===== src/rtl/interp_fir_pp.sv =====
`timescale 1ns/1ps
`default_nettype none
// ============================================================================
// Module   : interp_fir_pp
// Brief    : Parametrised polyphase FIR interpolator (L outputs per input)
//            with a valid/ready handshake on both sides.
//            Define INTERP_SAT_EN to clamp results instead of wrapping them.
// Revision : 1.0 - initial release
// ============================================================================
module interp_fir_pp #(
  parameter int                     IN_W   = 15,
  parameter int                     OUT_W  = 18,
  parameter int                     TAPS   = 4,
  parameter int                     L      = 2,
  parameter int                     COEF_W = 4,
  parameter logic [TAPS*COEF_W-1:0] COEFS  = 16'h1FF1,
  parameter int                     SHIFT  = 1
) (
  input  logic                    clk,
  input  logic                    rst,
  input  logic                    in_valid,
  output logic                    in_ready,
  input  logic signed [IN_W-1:0]  xin,
  output logic                    out_valid,
  input  logic                    out_ready,
  output logic signed [OUT_W-1:0] out
);

  localparam int c_D     = TAPS / L;
  localparam int c_ACC_W = IN_W + COEF_W + $clog2(c_D);
  localparam int c_EXT_W = ((c_ACC_W > OUT_W) ? c_ACC_W : OUT_W) + 1;
  localparam int c_PW    = $clog2(L);

  localparam logic [1:0] S_IDLE = 2'd0;
  localparam logic [1:0] S_LOAD = 2'd1;
  localparam logic [1:0] S_EMIT = 2'd2;

  logic [1:0]               r_state;
  logic [c_PW-1:0]          r_phase;
  logic signed [IN_W-1:0]   r_d [c_D];
  logic signed [OUT_W-1:0]  r_out;
  logic                     r_out_valid;

  logic signed [COEF_W-1:0] w_coef [TAPS];
  logic [c_PW-1:0]          w_sel;
  logic signed [c_ACC_W-1:0] w_acc;
  logic signed [c_ACC_W-1:0] w_sh;
  logic signed [c_EXT_W-1:0] w_ext;
  logic signed [OUT_W-1:0]  w_res;

  for (genvar gi = 0; gi < TAPS; gi++) begin : g_coef
    assign w_coef[gi] = $signed(COEFS[gi*COEF_W +: COEF_W]);
  end

  // LOAD computes phase 0; in EMIT the next phase is precomputed so a
  // fire can register it on the same edge.
  always_comb begin
    w_sel = (r_state == S_LOAD) ? '0 : r_phase + c_PW'(1);
  end

  always_comb begin
    w_acc = '0;
    for (int k = 0; k < c_D; k++) begin
      for (int p = 0; p < L; p++) begin
        if (w_sel == c_PW'(p)) begin
          w_acc = w_acc + c_ACC_W'(w_coef[k*L+p]) * c_ACC_W'(r_d[k]);
        end
      end
    end
  end

  always_comb begin
    w_sh  = w_acc >>> SHIFT;
    w_ext = c_EXT_W'(w_sh);
  end

`ifdef INTERP_SAT_EN
  localparam logic signed [c_EXT_W-1:0] c_MAX =
    {{(c_EXT_W-OUT_W+1){1'b0}}, {(OUT_W-1){1'b1}}};
  localparam logic signed [c_EXT_W-1:0] c_MIN =
    {{(c_EXT_W-OUT_W+1){1'b1}}, {(OUT_W-1){1'b0}}};

  always_comb begin
    if (w_ext > c_MAX) begin
      w_res = c_MAX[OUT_W-1:0];
    end else if (w_ext < c_MIN) begin
      w_res = c_MIN[OUT_W-1:0];
    end else begin
      w_res = w_ext[OUT_W-1:0];
    end
  end
`else
  logic w_unused_hi;
  assign w_unused_hi = ^w_ext[c_EXT_W-1:OUT_W];

  always_comb begin
    w_res = w_ext[OUT_W-1:0];
  end
`endif

  always_ff @(posedge clk or posedge rst) begin
    if (rst) begin
      r_state     <= S_IDLE;
      r_phase     <= '0;
      r_out       <= '0;
      r_out_valid <= 1'b0;
      for (int k = 0; k < c_D; k++) begin
        r_d[k] <= '0;
      end
    end else begin
      case (r_state)
        S_IDLE: begin
          if (in_valid) begin
            for (int k = c_D - 1; k > 0; k--) begin
              r_d[k] <= r_d[k-1];
            end
            r_d[0]  <= xin;
            r_state <= S_LOAD;
          end
        end
        S_LOAD: begin
          r_out       <= w_res;
          r_phase     <= '0;
          r_out_valid <= 1'b1;
          r_state     <= S_EMIT;
        end
        S_EMIT: begin
          if (out_ready) begin
            if (r_phase == c_PW'(L - 1)) begin
              r_out_valid <= 1'b0;
              r_state     <= S_IDLE;
            end else begin
              r_out   <= w_res;
              r_phase <= r_phase + c_PW'(1);
            end
          end
        end
        default: begin
          r_state <= S_IDLE;
        end
      endcase
    end
  end

  assign in_ready  = (r_state == S_IDLE);
  assign out_valid = r_out_valid;
  assign out       = r_out;

endmodule
`default_nettype wire


===== config.mk =====
export PLATFORM = sky130hd
export DESIGN_NAME = interp_fir_pp
export DESIGN_NICKNAME = d
export VERILOG_FILES = /design/src/rtl/interp_fir_pp.sv
export SDC_FILE = /design/constraint.sdc
export NUM_CORES = 1
export LEC_CHECK = 0
export CELL_PAD_IN_SITES_DETAIL_PLACEMENT = 0
export CELL_PAD_IN_SITES_GLOBAL_PLACEMENT = 1
export CORE_MARGIN = 5
export CORE_UTILIZATION = 45
export DETAILED_ROUTE_END_ITERATION = 12
export PLACE_DENSITY_LB_ADDON = 0.25
export SETUP_SLACK_MARGIN = 0.02
export SKIP_LAST_GASP = 1
export SYNTH_ARGS = -nofsm -noshare
export SYNTH_HDL_FRONTEND = slang
export SYNTH_SLANG_ARGS = --single-unit

===== constraint.sdc =====
create_clock -name clk -period 6.4 [get_ports clk]
set_input_delay 0.64 -clock clk [delete_from_list [all_inputs] [get_ports clk]]
set_output_delay 0.64 -clock clk [all_outputs]
set_load 0.005 [all_outputs]

==> results.md <==
STA:
- Measured against its own limit, the worst slew margin works out to approximately 55%.
- Setup repair after global routing left no endpoint under its margin.
- The final period demand of the worst path is about 5.3 ns.
- The final-report setup violation count is 0.
- The post-route fraction of the period consumed by the critical path is 82.9%.
- The clock tree skew after final layout is approximately 0.011 ns.
- The setup total negative slack is 0 ns.
- The number of max-slew violations in the final report is 0.
- The total count of hold-check failures in the final report is 0.
- At the pin with the least slew margin, the transition time is 0.671 ns.
- The maximum clock rate is ~190 MHz.
- The final setup slack of the worst path is roughly 1.1 ns.

Yosys:
- After synthesis, flip-flops and latches occupy between 20% and 30% of the total area.
- The number of warnings issued by yosys is 0.
- The synthesized netlist devotes a little under an eighth of its cell area to adder and majority cells.
- The cell area after synthesis is roughly 4400 sq um.
- The async set or reset register ratio after synthesis is between 90% and 100%.
- The synthesized netlist cell count is 530.
- The post-synth net total is slightly below 600.
- The average cell area after synthesis is 8.36 sq um.
- The synthesized netlist devotes a little under a quarter of its cell area to compound gates.
- The distinct cell type count after synthesis is 60.
- The fraction of synthesized area in multiplexers is under 10%.
- The top flip-flop cell by instance count after synthesis is sky130_fd_sc_hd__dfrtp_1.
- The number of enable flip-flop cells after synthesis is 0.
- After synthesis, the largest family of logic cells by area is compound AO/OA/AOI/OAI gates.
- After Yosys synthesis, XOR and XNOR cells account for 10.1% of the synthesized area.
- Counting flops and latches in the post-synthesis netlist gives 52.
- The area fraction in and, or, nand and nor cells after synthesis is 17.5%.

Clocking:
- The tree built by TritonCTS fans out to between 50 and 60 sinks.
- Counting along the longest clock path gives a buffer depth of 2.
- The cell chosen for the clock root is sky130_fd_sc_hd__clkbuf_8.
- The clock tree from TritonCTS is built.
- The later pin in the worst-skew pair is clocked with a latency of between 0.3 and 0.4 ns.
- In this run, post-CTS repair resized a total of 0 instances.
- The cts-stage hold buffer count is 0.
- Buffers inserted during clock tree synthesis total 5.
- The register clock-pin slew on the reported worst setup and hold paths is around 0.09 ns.
- CTS built an H-tree with a depth of 2.
- The number of buffers added for setup after CTS is 0.

Setup path:
- The type of the setup path with the least slack is flop to flop.
- For the worst setup path, the data required time is approximately 6.6 ns.
- Among the stages of the critical path, the cell type that occurs most often is sky130_fd_sc_hd__nand2b_1.
- The startpoint of the worst setup timing path is r_state[1].
- The worst reg-to-reg setup slack is around 1.1 ns.
- STA classifies the critical path endpoint as a flop.
- Among all stages on the critical path, the largest delay is contributed by sky130_fd_sc_hd__dfrtp_1.
- Along the worst path, the maximum fanout reaches 25.
- The data arrival time at the worst-slack endpoint is approximately 5.5 ns.
- For this run, the slowest stage of the critical path takes approximately 0.41 ns.
- STA classifies the critical path startpoint as a flop.
- The critical path goes through nand2b_1, nand2b_1, buf_4, o21ai_0, a21o_1, nor3_1, or3_1, nand2_1, ha_1, and3_1, a211oi_2, o21bai_1, a21o_1, xnor2_1, o22ai_1, ha_1, o21ai_0, nand2b_1, and2_1, mux2i_1, o22ai_1, nor4_2.
- The critical register-to-register path startpoint is r_state[1].

Floorplan:
- The die extent in y is between 100 and 150 um.
- The standard cell core area is around 9700 sq um.
- The cell row count is 36.
- Pin placement for this block handled 39 I/O pins.
- The die covers 11900 sq um.
- The initial utilization of the core area, before any placement, comes to 45.8%.
- The chip width is roughly 110 um.

Routing:
- Using the TritonRoute via totals, the vias-per-cell ratio works out to 5.37.
- The DRC violation count after routing is 0.
- The number of antenna-violating nets in the routed design is 0.
- The total number of vias is between 3000 and 4000.
- Dividing the detail-routed wire length by the instance count gives roughly 15 um.
- The routed wire length is roughly 11 mm.
- The detailed router finished its first iteration with between 200 and 250 violations.
- The pre-antenna-repair detailed-routing pass consisted of 4 iterations.

Job:
- The reported max-cap violation count is 0.

GRT:
- The via count of the first global-routing pass is about 3600.
- The number of antenna violations at the first check in global routing is 0.
- Entering global routing, the biggest net connects 53 pins.
- The first-pass GRT wire length is about 18 mm.
- The leftover overflow at the end of global routing is 0.
- The combined global-route utilization of all metal layers is between 10% and 20%.

Placement:
- The port buffer count is 38.
- The setup slack at placement is 1.16 ns.
- Detailed placement ended at an HPWL of 8.31 mm.
- The placer congestion estimate is between 0.9 and 1.

Finish:
- The count of inserted antenna diode cells is 0.
- The filler cells instantiated in the layout total between 900 and 1000.
- The fraction of final layout cells with drive strength greater than 1 is between 7 and 8%.
- The net count of the finished layout is a little over 600.
- The growth of design area from synthesis to finish is 13.4%.

Status:
- The run finished with clean final reports.

Hold path:
- The tightest min-delay check is of the flop to flop type.
- The hold path startpoint is out[13].
==> critical path: cells and delay by family (launching register included) <==
family                     cells  cell delay, ns
buffers and inverters          1            0.38
adders and majority gates      2            0.72
DFF                            1            0.41
and+or+nand+nor                9            1.76
AOI/OAI and AO/OA              8            1.51
xor gates and xnor gates       1            0.30
muxes                          1            0.13
==> cells in the final DEF (no fill, tap or decap), types with 15 or more instances in the layout <==
master / instances
sky130_fd_sc_hd__inv_1: 24
sky130_fd_sc_hd__ha_1: 38
sky130_fd_sc_hd__xor2_1: 19
sky130_fd_sc_hd__nor2_1: 37
sky130_fd_sc_hd__o21ai_0: 43
sky130_fd_sc_hd__mux2_2: 15
sky130_fd_sc_hd__nand2_1: 76
sky130_fd_sc_hd__xnor2_1: 30
sky130_fd_sc_hd__a21o_1: 18
sky130_fd_sc_hd__clkdlybuf4s50_1: 38
sky130_fd_sc_hd__dfrtp_1: 52
sky130_fd_sc_hd__a21oi_1: 33
==> per-layer routing <==
| metal | GRT usage, % | share of wire [%] | routed length, um |
|---|---|---|---|
| met1 | 30.3 | 54 | 5690 |
| met2 | 28.0 | 40 | 4250 |
| met3 | 2.61 | 5.0 | 527 |
| met4 | 4.54 | 0.93 | 98 |
| met5 | 0 | 0 | 0 |
==> cells by family (layout without fill, tap and decap cells) <==
kind of cell    Yosys count  count (layout)
simple gates            170             170
compound gates          154             154
flops                    52              52
xor+xnor                 50              50
buf+inv                  48              76
fa+ha+maj                40              40
mux                      16              16
==> metrics by stage <==
step                cell area [sq um]  hold WS [ns]  util (%)  std cells
floorplan                        4430         0.473         -        530
detailed placement               4920         0.467      50.8        683
global route                     5020         0.526      51.9        691
global placement                 4920         0.462      50.8        683
CTS                              5020         0.489      51.9        691
finish                           5020         0.483      51.9        691
==> state kept, by name (all words and copies together), names as in the netlist <==
| name | flops |
|---|---|
| out | 18 |
| out_valid | 1 |
| r_phase | 1 |
| r_state | 2 |
| r_d | 30 |
==> Yosys cell counts, types with 4 or more instances <==
cell type                  number  area share, %
sky130_fd_sc_hd__a21o_1        18            3.0
sky130_fd_sc_hd__a21oi_1       33            3.7
sky130_fd_sc_hd__a31oi_1        8            1.1
sky130_fd_sc_hd__and2_1         5           0.71
sky130_fd_sc_hd__and3_1         4           0.56
sky130_fd_sc_hd__clkbuf_1      20            1.7
sky130_fd_sc_hd__dfrtp_1       52             29
sky130_fd_sc_hd__ha_1          38             11
sky130_fd_sc_hd__inv_1         25            2.1
sky130_fd_sc_hd__mux2_2        15            3.8
sky130_fd_sc_hd__nand2_1       76            6.4
sky130_fd_sc_hd__nand2b_1      12            1.7
sky130_fd_sc_hd__nand3_1        4           0.45
sky130_fd_sc_hd__nand4_1        4           0.56
sky130_fd_sc_hd__nor2_1        37            3.1
sky130_fd_sc_hd__nor3_1         9            1.0
sky130_fd_sc_hd__nor4_1         4           0.56
sky130_fd_sc_hd__o21a_1         7            1.2
sky130_fd_sc_hd__o21ai_0       43            4.9
sky130_fd_sc_hd__o21ai_1        4           0.45
sky130_fd_sc_hd__o21bai_1       6            1.0
sky130_fd_sc_hd__o22ai_1        4           0.56
sky130_fd_sc_hd__o31ai_1        4           0.68
sky130_fd_sc_hd__or3_1          6           0.85
sky130_fd_sc_hd__xnor2_1       30            5.9
sky130_fd_sc_hd__xor2_1        19            3.8
==> cell type report <==
type                       instances  area [sq um]  share of cell area [%]
clock buffer                       6          72.6                    1.44
timing repair buffer              43           418                    8.32
inverter                          25          93.8                    1.87
multi-input combinational        430          2940                    58.5
sequential                        52          1300                    25.9
tap                              133           166                    3.31
clock inverter                     2          35.0                   0.697
==> worst paths after layout <==
| kind | end | cells after the start |
|---|---|---|
| max | out[17] | 22 |
| max reg2reg | out[17] | 22 |
| max in group asynchronous | r_d[9] | 3 |
| min | out[13] | 1 |
| min in group asynchronous | out[3] | 3 |
| min reg2reg | out[13] | 1 |
Power is left out: the tool's default activity adds up to more than one toggle a clock period on the data nets, which glitch-free logic cannot reach.
